## config.mk

```make
export PLATFORM = sky130hd
export DESIGN_NAME = zz_sched
export DESIGN_NICKNAME = d
export VERILOG_FILES = /design/src/rtl/zz_sched.sv
export SDC_FILE = /design/constraint.sdc
export NUM_CORES = 1
export LEC_CHECK = 0
export ABC_AREA = 1
export CORE_MARGIN = 8
export CORE_UTILIZATION = 53
export CTS_BUF_LIST = sky130_fd_sc_hd__clkbuf_8 sky130_fd_sc_hd__clkbuf_16
export DETAILED_ROUTE_END_ITERATION = 7
export PLACE_DENSITY = 0.89
export SLEW_MARGIN = 20
export SYNTH_ARGS = -nofsm -noshare
export SYNTH_HDL_FRONTEND = slang
export SYNTH_SLANG_ARGS = --single-unit
```

## constraint.sdc

```tcl
create_clock -name clk -period 4.8 [get_ports clk]
set_input_delay 0.48 -clock clk [delete_from_list [all_inputs] [get_ports clk]]
set_output_delay 0.48 -clock clk [all_outputs]
set_load 0.02 [all_outputs]
```

## src/rtl/zz_sched.sv

```systemverilog
// rtl/zz_sched.sv - zig-zag product scheduler: walks a job's tiles and issues weight/data addresses
// Offsets come from an external zig-zag AGU that this block steps and clears.
module zz_sched #(
  parameter int BWADDR = 21,
  parameter int BPREC  = 4,
  parameter int BTILE  = 8
) (
  input  logic              clk,
  input  logic              clr,
  input  logic              start,
  input  logic [BPREC-1:0]  pw,
  input  logic [BPREC-1:0]  pd,
  input  logic [BWADDR-1:0] wbase,
  input  logic [BWADDR-1:0] dbase,
  input  logic [BTILE-1:0]  ntile,
  input  logic              stall,
  input  logic [BPREC-1:0]  zz_offw,
  input  logic [BPREC-1:0]  zz_offd,
  output logic              zz_step,
  output logic              zz_clr,
  output logic              busy,
  output logic              done,
  output logic              valid,
  output logic [BWADDR-1:0] waddr,
  output logic [BWADDR-1:0] daddr,
  output logic              acc_sh,
  output logic              tile_last
);

  typedef enum logic [1:0] {IDLE, INIT, RUN, DONE} state_t;

  state_t              state_q, state_d;
  logic [BPREC-1:0]    pw_q, pw_d, pd_q, pd_d;
  logic [BWADDR-1:0]   wbase_q, wbase_d, dbase_q, dbase_d;
  logic [BTILE-1:0]    ntile_q, ntile_d, t_q, t_d;
  logic [2*BPREC-1:0]  pc_q, pc_d;
  logic [BPREC:0]      diag_q, diag_d;
  logic                busy_q, busy_d, done_q, done_d;

  logic [BPREC:0]      diag_sum;
  logic [2*BPREC-1:0]  pc_last;
  logic                issue, last, final_tile;

  assign diag_sum   = {1'b0, zz_offw} + {1'b0, zz_offd};
  assign pc_last    = (2*BPREC)'(pw_q) * (2*BPREC)'(pd_q) - (2*BPREC)'(1);
  assign issue      = (state_q == RUN) && !stall;
  assign last       = issue && (pc_q == pc_last);
  assign final_tile = (t_q == ntile_q - BTILE'(1));

  // Address arithmetic wraps naturally at BWADDR bits.
  assign waddr = wbase_q + BWADDR'(t_q) * BWADDR'(pw_q) + BWADDR'(zz_offw);
  assign daddr = dbase_q + BWADDR'(t_q) * BWADDR'(pd_q) + BWADDR'(zz_offd);

  assign valid     = issue;
  assign zz_step   = issue;
  assign tile_last = last;
  assign zz_clr    = (state_q == INIT) || last;
  assign acc_sh    = issue && (pc_q != '0) && (diag_sum != diag_q);
  assign busy      = busy_q;
  assign done      = done_q;

  always_comb begin
    state_d = state_q;
    pw_d    = pw_q;
    pd_d    = pd_q;
    wbase_d = wbase_q;
    dbase_d = dbase_q;
    ntile_d = ntile_q;
    t_d     = t_q;
    pc_d    = pc_q;
    diag_d  = diag_q;
    unique case (state_q)
      IDLE: begin
        if (start) begin
          pw_d    = pw;
          pd_d    = pd;
          wbase_d = wbase;
          dbase_d = dbase;
          ntile_d = ntile;
          state_d = INIT;
        end
      end
      INIT: begin
        pc_d   = '0;
        t_d    = '0;
        diag_d = '0;
        if (pw_q == '0 || pd_q == '0 || ntile_q == '0) state_d = DONE;
        else                                           state_d = RUN;
      end
      RUN: begin
        if (issue) begin
          diag_d = diag_sum;
          if (last) begin
            pc_d = '0;
            t_d  = t_q + BTILE'(1);
            if (final_tile) state_d = DONE;
          end else begin
            pc_d = pc_q + (2*BPREC)'(1);
          end
        end
      end
      DONE:    state_d = IDLE;
      default: state_d = IDLE;
    endcase
    busy_d = (state_d != IDLE);
    done_d = (state_d == DONE);
  end

  always_ff @(posedge clk or posedge clr) begin
    if (clr) begin
      state_q <= IDLE;
      pw_q    <= '0;
      pd_q    <= '0;
      wbase_q <= '0;
      dbase_q <= '0;
      ntile_q <= '0;
      t_q     <= '0;
      pc_q    <= '0;
      diag_q  <= '0;
      busy_q  <= 1'b0;
      done_q  <= 1'b0;
    end else begin
      state_q <= state_d;
      pw_q    <= pw_d;
      pd_q    <= pd_d;
      wbase_q <= wbase_d;
      dbase_q <= dbase_d;
      ntile_q <= ntile_d;
      t_q     <= t_d;
      pc_q    <= pc_d;
      diag_q  <= diag_d;
      busy_q  <= busy_d;
      done_q  <= done_d;
    end
  end

endmodule

```

After elaboration in Yosys (flattened, before gate mapping):

Index checks and enable logic that the tools add are counted.

* register bits after elaboration: 83
* RAM bits: 0
* latch bits: 0
* memory bits (read-only): 0
* word-level logic and storage cells: 64
* input bits: 70
* memories: 0
* output and inout bits: 49

* order comparisons: 0
* multiplexer cells: 14
* div/mod/pow operators: 0
* bitwise logic cells: 0
* shifts and indexed selects: 0
* equality and inequality tests: 9
* reductions and logical operators: 18
* add/sub/neg operators: 9
* multiply operators: 3

Operators with widths (count)
* $add 21x12->21: 2
* $add 21x4->21: 2
* $mux 8: 4
* $pmux 8 s2: 2
* $mul 8x4->12: 2
* $add 8x1->8 const B: 2
* $eq 8x8->1: 2
* $sub 8x1->8 const B: 2
* $pmux 5 s2: 1
* $logic_not 4->1: 2
* $logic_not 8->1: 1
* $mul 4x4->8: 1
* $mux 2: 4
* $pmux 2 s4: 1
* $reduce_bool 8->1: 1
* $eq 2x2->1 const B: 3
* $add 4x4->5: 1
* $mux 5: 1
* $ne 5x5->1: 1
* $logic_and 1x1->1: 4
* $ne 2x2->1 const B: 2
* $reduce_and 2->1: 2
* $reduce_bool 2->1: 2
* $logic_or 1x1->1: 3
* 5 further kinds: 5

Longest topological paths before layout:

* word-level depth: 8
* mapped depth: 21

Worst setup path before layout:

OpenSTA, ideal clock, no wires.

* path kind: flip-flop to output port
* from: register t_q[0]
* to: output waddr[18]
* path slack: 0.419 ns
* stages on the path, launching flop included: 14
* data arrival time: 3.901 ns
* path through: dfrtp_1 -> clkbuf_1 -> nand2_1 -> fa_1 -> fa_1 -> fa_1 -> fa_1 -> nand3b_1 -> nand2_1 -> nand4_1 -> nand3_1 -> and3_1 -> nand2_1 -> xnor2_1

* word-level cells in the longest chain between the ends: 3

RTL lines
* from (decl): RTL line 35 `logic [BTILE-1:0] ntile_q, ntile_d, t_q, t_d;`
* from (signal assigned): RTL line 129 `t_q <= t_d;`
* $mul 8x4->12: RTL line 51 `assign waddr = wbase_q + BWADDR'(t_q) * BWADDR'(pw_q) + BWADDR'(zz_offw);`
* $add 21x12->21: RTL line 51
* $add 21x4->21: RTL line 51
* to (decl): RTL line 24 `output logic [BWADDR-1:0] waddr,`

No other way between the ends.

Final worst setup path:

* from: register t_q[1]
* to: output daddr[20]

* word-level cells in the longest chain between the ends: 3

RTL lines
* $mul 8x4->12: RTL line 52 `assign daddr = dbase_q + BWADDR'(t_q) * BWADDR'(pd_q) + BWADDR'(zz_offd);`
* $add 21x12->21: RTL line 52
* $add 21x4->21: RTL line 52
* to (decl): RTL line 25 `output logic [BWADDR-1:0] daddr,`

No other way between the ends.

==> flow_summary.json <==
{
  "tritoncts": "done",
  "cts.sink_count": 83,
  "timing.hold.worst_path_depth": 1,
  "edff_count_synth": 0,
  "run_status": "finished, final reports clean",
  "cts_hold_buf": 0,
  "synth_area_per_cell_um2": 8.10,
  "worst_max_slew_margin_expressed_relative_to_the_limit": 0.375,
  "final-hold-violation-count": 0,
  "worstMarginPinSlew_ns": 0.937,
  "cts_root_buf": "sky130_fd_sc_hd__clkbuf_16",
  "syn-instance-count": 982,
  "placement.io_buffers": 118,
  "area_delta_synth_final_pct": 27.6,
  "async_reset_ff_frac": 1.00,
  "final_max_slew_viol_count": 0,
  "vdd.ir_drop.worst_mv": 0.467,
  "cp_data_required_time_ns": 4.32,
  "cp-start-kind": "register",
  "setup_ws_ns": 0.0178,
  "r2r_end": "t_q[6]",
  "mappedNetlistNets": 1184,
  "final.setup_skew_ns": 0.0121,
  "cellLeakagePower_nw": 5.42,
  "clkTransAtPathRegs_ns": 0.08,
  "yosysUniqueCellTypes": 40,
  "final_area_um2": 10100,
  "regToRegStartpoint": "pd_q[3]",
  "setup-violations-final": 0,
  "insertedDiodeCount": 0,
  "global_route_total_overflow": 0,
  "numCtsBuffers": 9,
  "core_area_um2": 14600,
  "final_cells": 1339,
  "antenna_left": 0,
  "route.vias.total": 7119,
  "synth_cell_area_um2": 7950,
  "reg2regPathDepth": 19,
  "die_h_um": 138,
  "dp_cells": 1312,
  "fp.dieW_um": 138,
  "placement.setup.worst_slack_ns": -0.550,
  "seq_area_frac_synth": 0.261,
  "detail_route.first_pass.iterations": 5,
  "wl_per_cell_um": 15.9,
  "p_per_area_nw_per_um2": 682,
  "grt_max_degree": 52,
  "floorplan.die_area_um2": 19200,
  "boundaryPins": 119,
  "drc_errors": 0,
  "finalNetCount": 1352,
  "drt_iter0_drc": 436,
  "clk_latency_ns": 0.37,
  "layout-drive-gt1-share": 0.169,
  "timing.setup.critical_path_class": "reg -> out",
  "synth.ff_latch_count": 83,
  "synth_flop_cell": "sky130_fd_sc_hd__dfrtp_1",
  "ys_warn_count": 0,
  "cts_max_level": 3,
  "finalCriticalPeriod_ns": 4.78,
  "detail_route.wirelength_um": 21300,
  "worstSetupStartpoint": "t_q[1]",
  "rsz0062_at_grt": "yes",
  "globalplace.congestion": 0.904,
  "drt-vias-per-instance": 5.32,
  "hpwlAfterDp_um": 16200,
  "mostFrequentLayoutCells": "218 x sky130_fd_sc_hd__nand2_1, 185 x sky130_fd_sc_hd__inv_1, 86 x sky130_fd_sc_hd__clkdlybuf4s50_1",
  "core.rowCount": 44,
  "wire_length_of_the_first_global_routing_pass_um": 35100,
  "final_core_util": 0.696,
  "initial_utilization": 0.545,
  "initial_antenna_violation_count": 0,
  "timing.critical_path.fanout_max": 5,
  "class_of_the_most_critical_hold_timing_path": "reg -> reg",
  "drv.max_cap_violation_count": 0,
  "via_count_of_the_first_global_routing_pass": 7467,
  "cts.path.max_buffers": 2,
  "gr-usage-all-layers": 0.220,
  "dpl_cell_area_um2": 9670,
  "reg2reg_slack_ns": 0.90,
  "most_common_library_cell_in_the_layout_ignoring_fill_and_taps": "sky130_fd_sc_hd__nand2_1",
  "timing.critical_path.arrival_ns": 4.30,
  "max_freq_mhz": 209,
  "critical_path.endpoint": "daddr[20]",
  "endpoint_kind": "output pin",
  "fin_crit_sh": 0.996
}
[logic make-up (layout without fill, tap and decap cells)]
| family | Yosys count | in the layout | share of synthesized area |
|---|---|---|---|
| compound gates | 87 | 87 | 0.0606 |
| flops | 83 | 83 | 0.261 |
| xor+xnor | 54 | 54 | 0.0595 |
| buf+inv | 220 | 393 | 0.105 |
| simple gates | 368 | 368 | 0.197 |
| mux | 38 | 38 | 0.0538 |
| fa+ha+maj | 132 | 132 | 0.262 |
[through the flow]
step	setup TNS (ns)	hold slack, ns	total power, mW
floorplan	0	0.486	4.58
global placement	-5.32	0.499	5.96
detailed placement	-6.98	0.509	6.13
CTS	0	0.527	6.84
global route	-0.742	0.541	7.54
finish	0	0.523	6.92
[registers in the layout (all words and copies together), names as in the netlist]
| register | count |
|---|---|
| done | 1 |
| pd_q | 4 |
| ntile_q | 8 |
| diag_q | 5 |
| busy | 1 |
| pc_q | 8 |
| state_q | 2 |
| dbase_q | 21 |
| pw_q | 4 |
| wbase_q | 21 |
| t_q | 8 |
[where the power goes]
part	internal [mW]	total, mW	switching (mW)	leakage, nW
sequential	0.989	1.26	0.266	0.989
clock	0.360	0.697	0.337	0.139
combinational	2.06	4.97	2.90	4.29
[area by class of cell]
cell class	count	area (µm²)
clock buffers	9	225
well taps	184	230
flip-flops and latches	83	2090
multi-input cells	679	5190
inverters	192	722
fillers	1047	4440
clock inverters	7	58.8
repair buffers	185	1630
[worst min-delay path by stage]
| stage | startpoint | to | slack (ns) |
|---|---|---|---|
| 2_1_floorplan | dbase_q[11] | dbase_q[11] | 0.49 |
| 3_3_place_gp | wbase_q[11] | wbase_q[11] | 0.50 |
| 3_5_place_dp | wbase_q[6] | wbase_q[6] | 0.51 |
| 4_1_cts | wbase_q[6] | wbase_q[6] | 0.53 |
| 5_1_grt | dbase_q[11] | dbase_q[11] | 0.54 |
| 6_report | dbase_q[11] | dbase_q[11] | 0.52 |
[synthesized netlist by cell type (2+ instances only)]
master | n | area share
sky130_fd_sc_hd__a21oi_1 | 47 | 0.030
sky130_fd_sc_hd__o21ai_1 | 4 | 0.0025
sky130_fd_sc_hd__o21ai_0 | 15 | 0.0094
sky130_fd_sc_hd__xor2_1 | 38 | 0.042
sky130_fd_sc_hd__nand3_1 | 53 | 0.033
sky130_fd_sc_hd__inv_1 | 190 | 0.090
sky130_fd_sc_hd__inv_2 | 2 | 0.00094
sky130_fd_sc_hd__ha_1 | 74 | 0.12
sky130_fd_sc_hd__buf_1 | 5 | 0.0024
sky130_fd_sc_hd__nand4_1 | 10 | 0.0079
sky130_fd_sc_hd__o21bai_1 | 2 | 0.0019
sky130_fd_sc_hd__nand3b_1 | 4 | 0.0038
sky130_fd_sc_hd__a22oi_1 | 2 | 0.0019
sky130_fd_sc_hd__clkbuf_1 | 20 | 0.0094
sky130_fd_sc_hd__nand3_2 | 2 | 0.0025
sky130_fd_sc_hd__dfrtp_1 | 83 | 0.26
sky130_fd_sc_hd__o22ai_1 | 7 | 0.0055
sky130_fd_sc_hd__xnor2_1 | 16 | 0.018
sky130_fd_sc_hd__nand2_1 | 222 | 0.10
sky130_fd_sc_hd__mux2_2 | 38 | 0.054
sky130_fd_sc_hd__nor3_1 | 4 | 0.0025
sky130_fd_sc_hd__fa_1 | 58 | 0.15
sky130_fd_sc_hd__a21o_1 | 3 | 0.0028
sky130_fd_sc_hd__o21ai_2 | 2 | 0.0022
sky130_fd_sc_hd__nor2_2 | 2 | 0.0016
sky130_fd_sc_hd__nor2_1 | 64 | 0.030
sky130_fd_sc_hd__a31oi_1 | 2 | 0.0016
[metal layers]
metal / routed length [µm] / track usage / vias to the layer above
met4: 890 / 0.108 / 0
met2: 10500 / 0.377 / 266
met1: 8100 / 0.249 / 3407
met5: 0 / 0 / -
met3: 1770 / 0.0575 / 68
li1: - / - / 3378
[timing repair]
| action | CTS | global route |
|---|---|---|
| pin swaps | 5 | 13 |
| setup buffers | 5 | 6 |
| setup endpoints to repair | 30 | 29 |
| gates resized for setup | 69 | 69 |
[worst max-delay path: stages, from the launching register on]
cell and delay, ns:
sky130_fd_sc_hd__dfrtp_2 0.48, sky130_fd_sc_hd__buf_12 0.15, sky130_fd_sc_hd__buf_6 0.11, sky130_fd_sc_hd__buf_6 0.10, sky130_fd_sc_hd__nand2_2 0.05, sky130_fd_sc_hd__inv_2 0.04
sky130_fd_sc_hd__fa_1 0.51, sky130_fd_sc_hd__ha_2 0.17, sky130_fd_sc_hd__inv_2 0.04, sky130_fd_sc_hd__fa_1 0.43, sky130_fd_sc_hd__inv_1 0.07, sky130_fd_sc_hd__ha_2 0.18
sky130_fd_sc_hd__inv_2 0.05, sky130_fd_sc_hd__fa_2 0.40, sky130_fd_sc_hd__inv_2 0.08, sky130_fd_sc_hd__nand3_2 0.07, sky130_fd_sc_hd__nand2_2 0.10, sky130_fd_sc_hd__nand3_4 0.09
sky130_fd_sc_hd__a31oi_4 0.22, sky130_fd_sc_hd__nand2_2 0.09, sky130_fd_sc_hd__buf_6 0.13, sky130_fd_sc_hd__nor2_4 0.09, sky130_fd_sc_hd__nand2_1 0.06, sky130_fd_sc_hd__nand2_1 0.05
sky130_fd_sc_hd__nand2_1 0.06, sky130_fd_sc_hd__buf_6 0.13
Note: power is estimated with default switching activity, not from simulation.
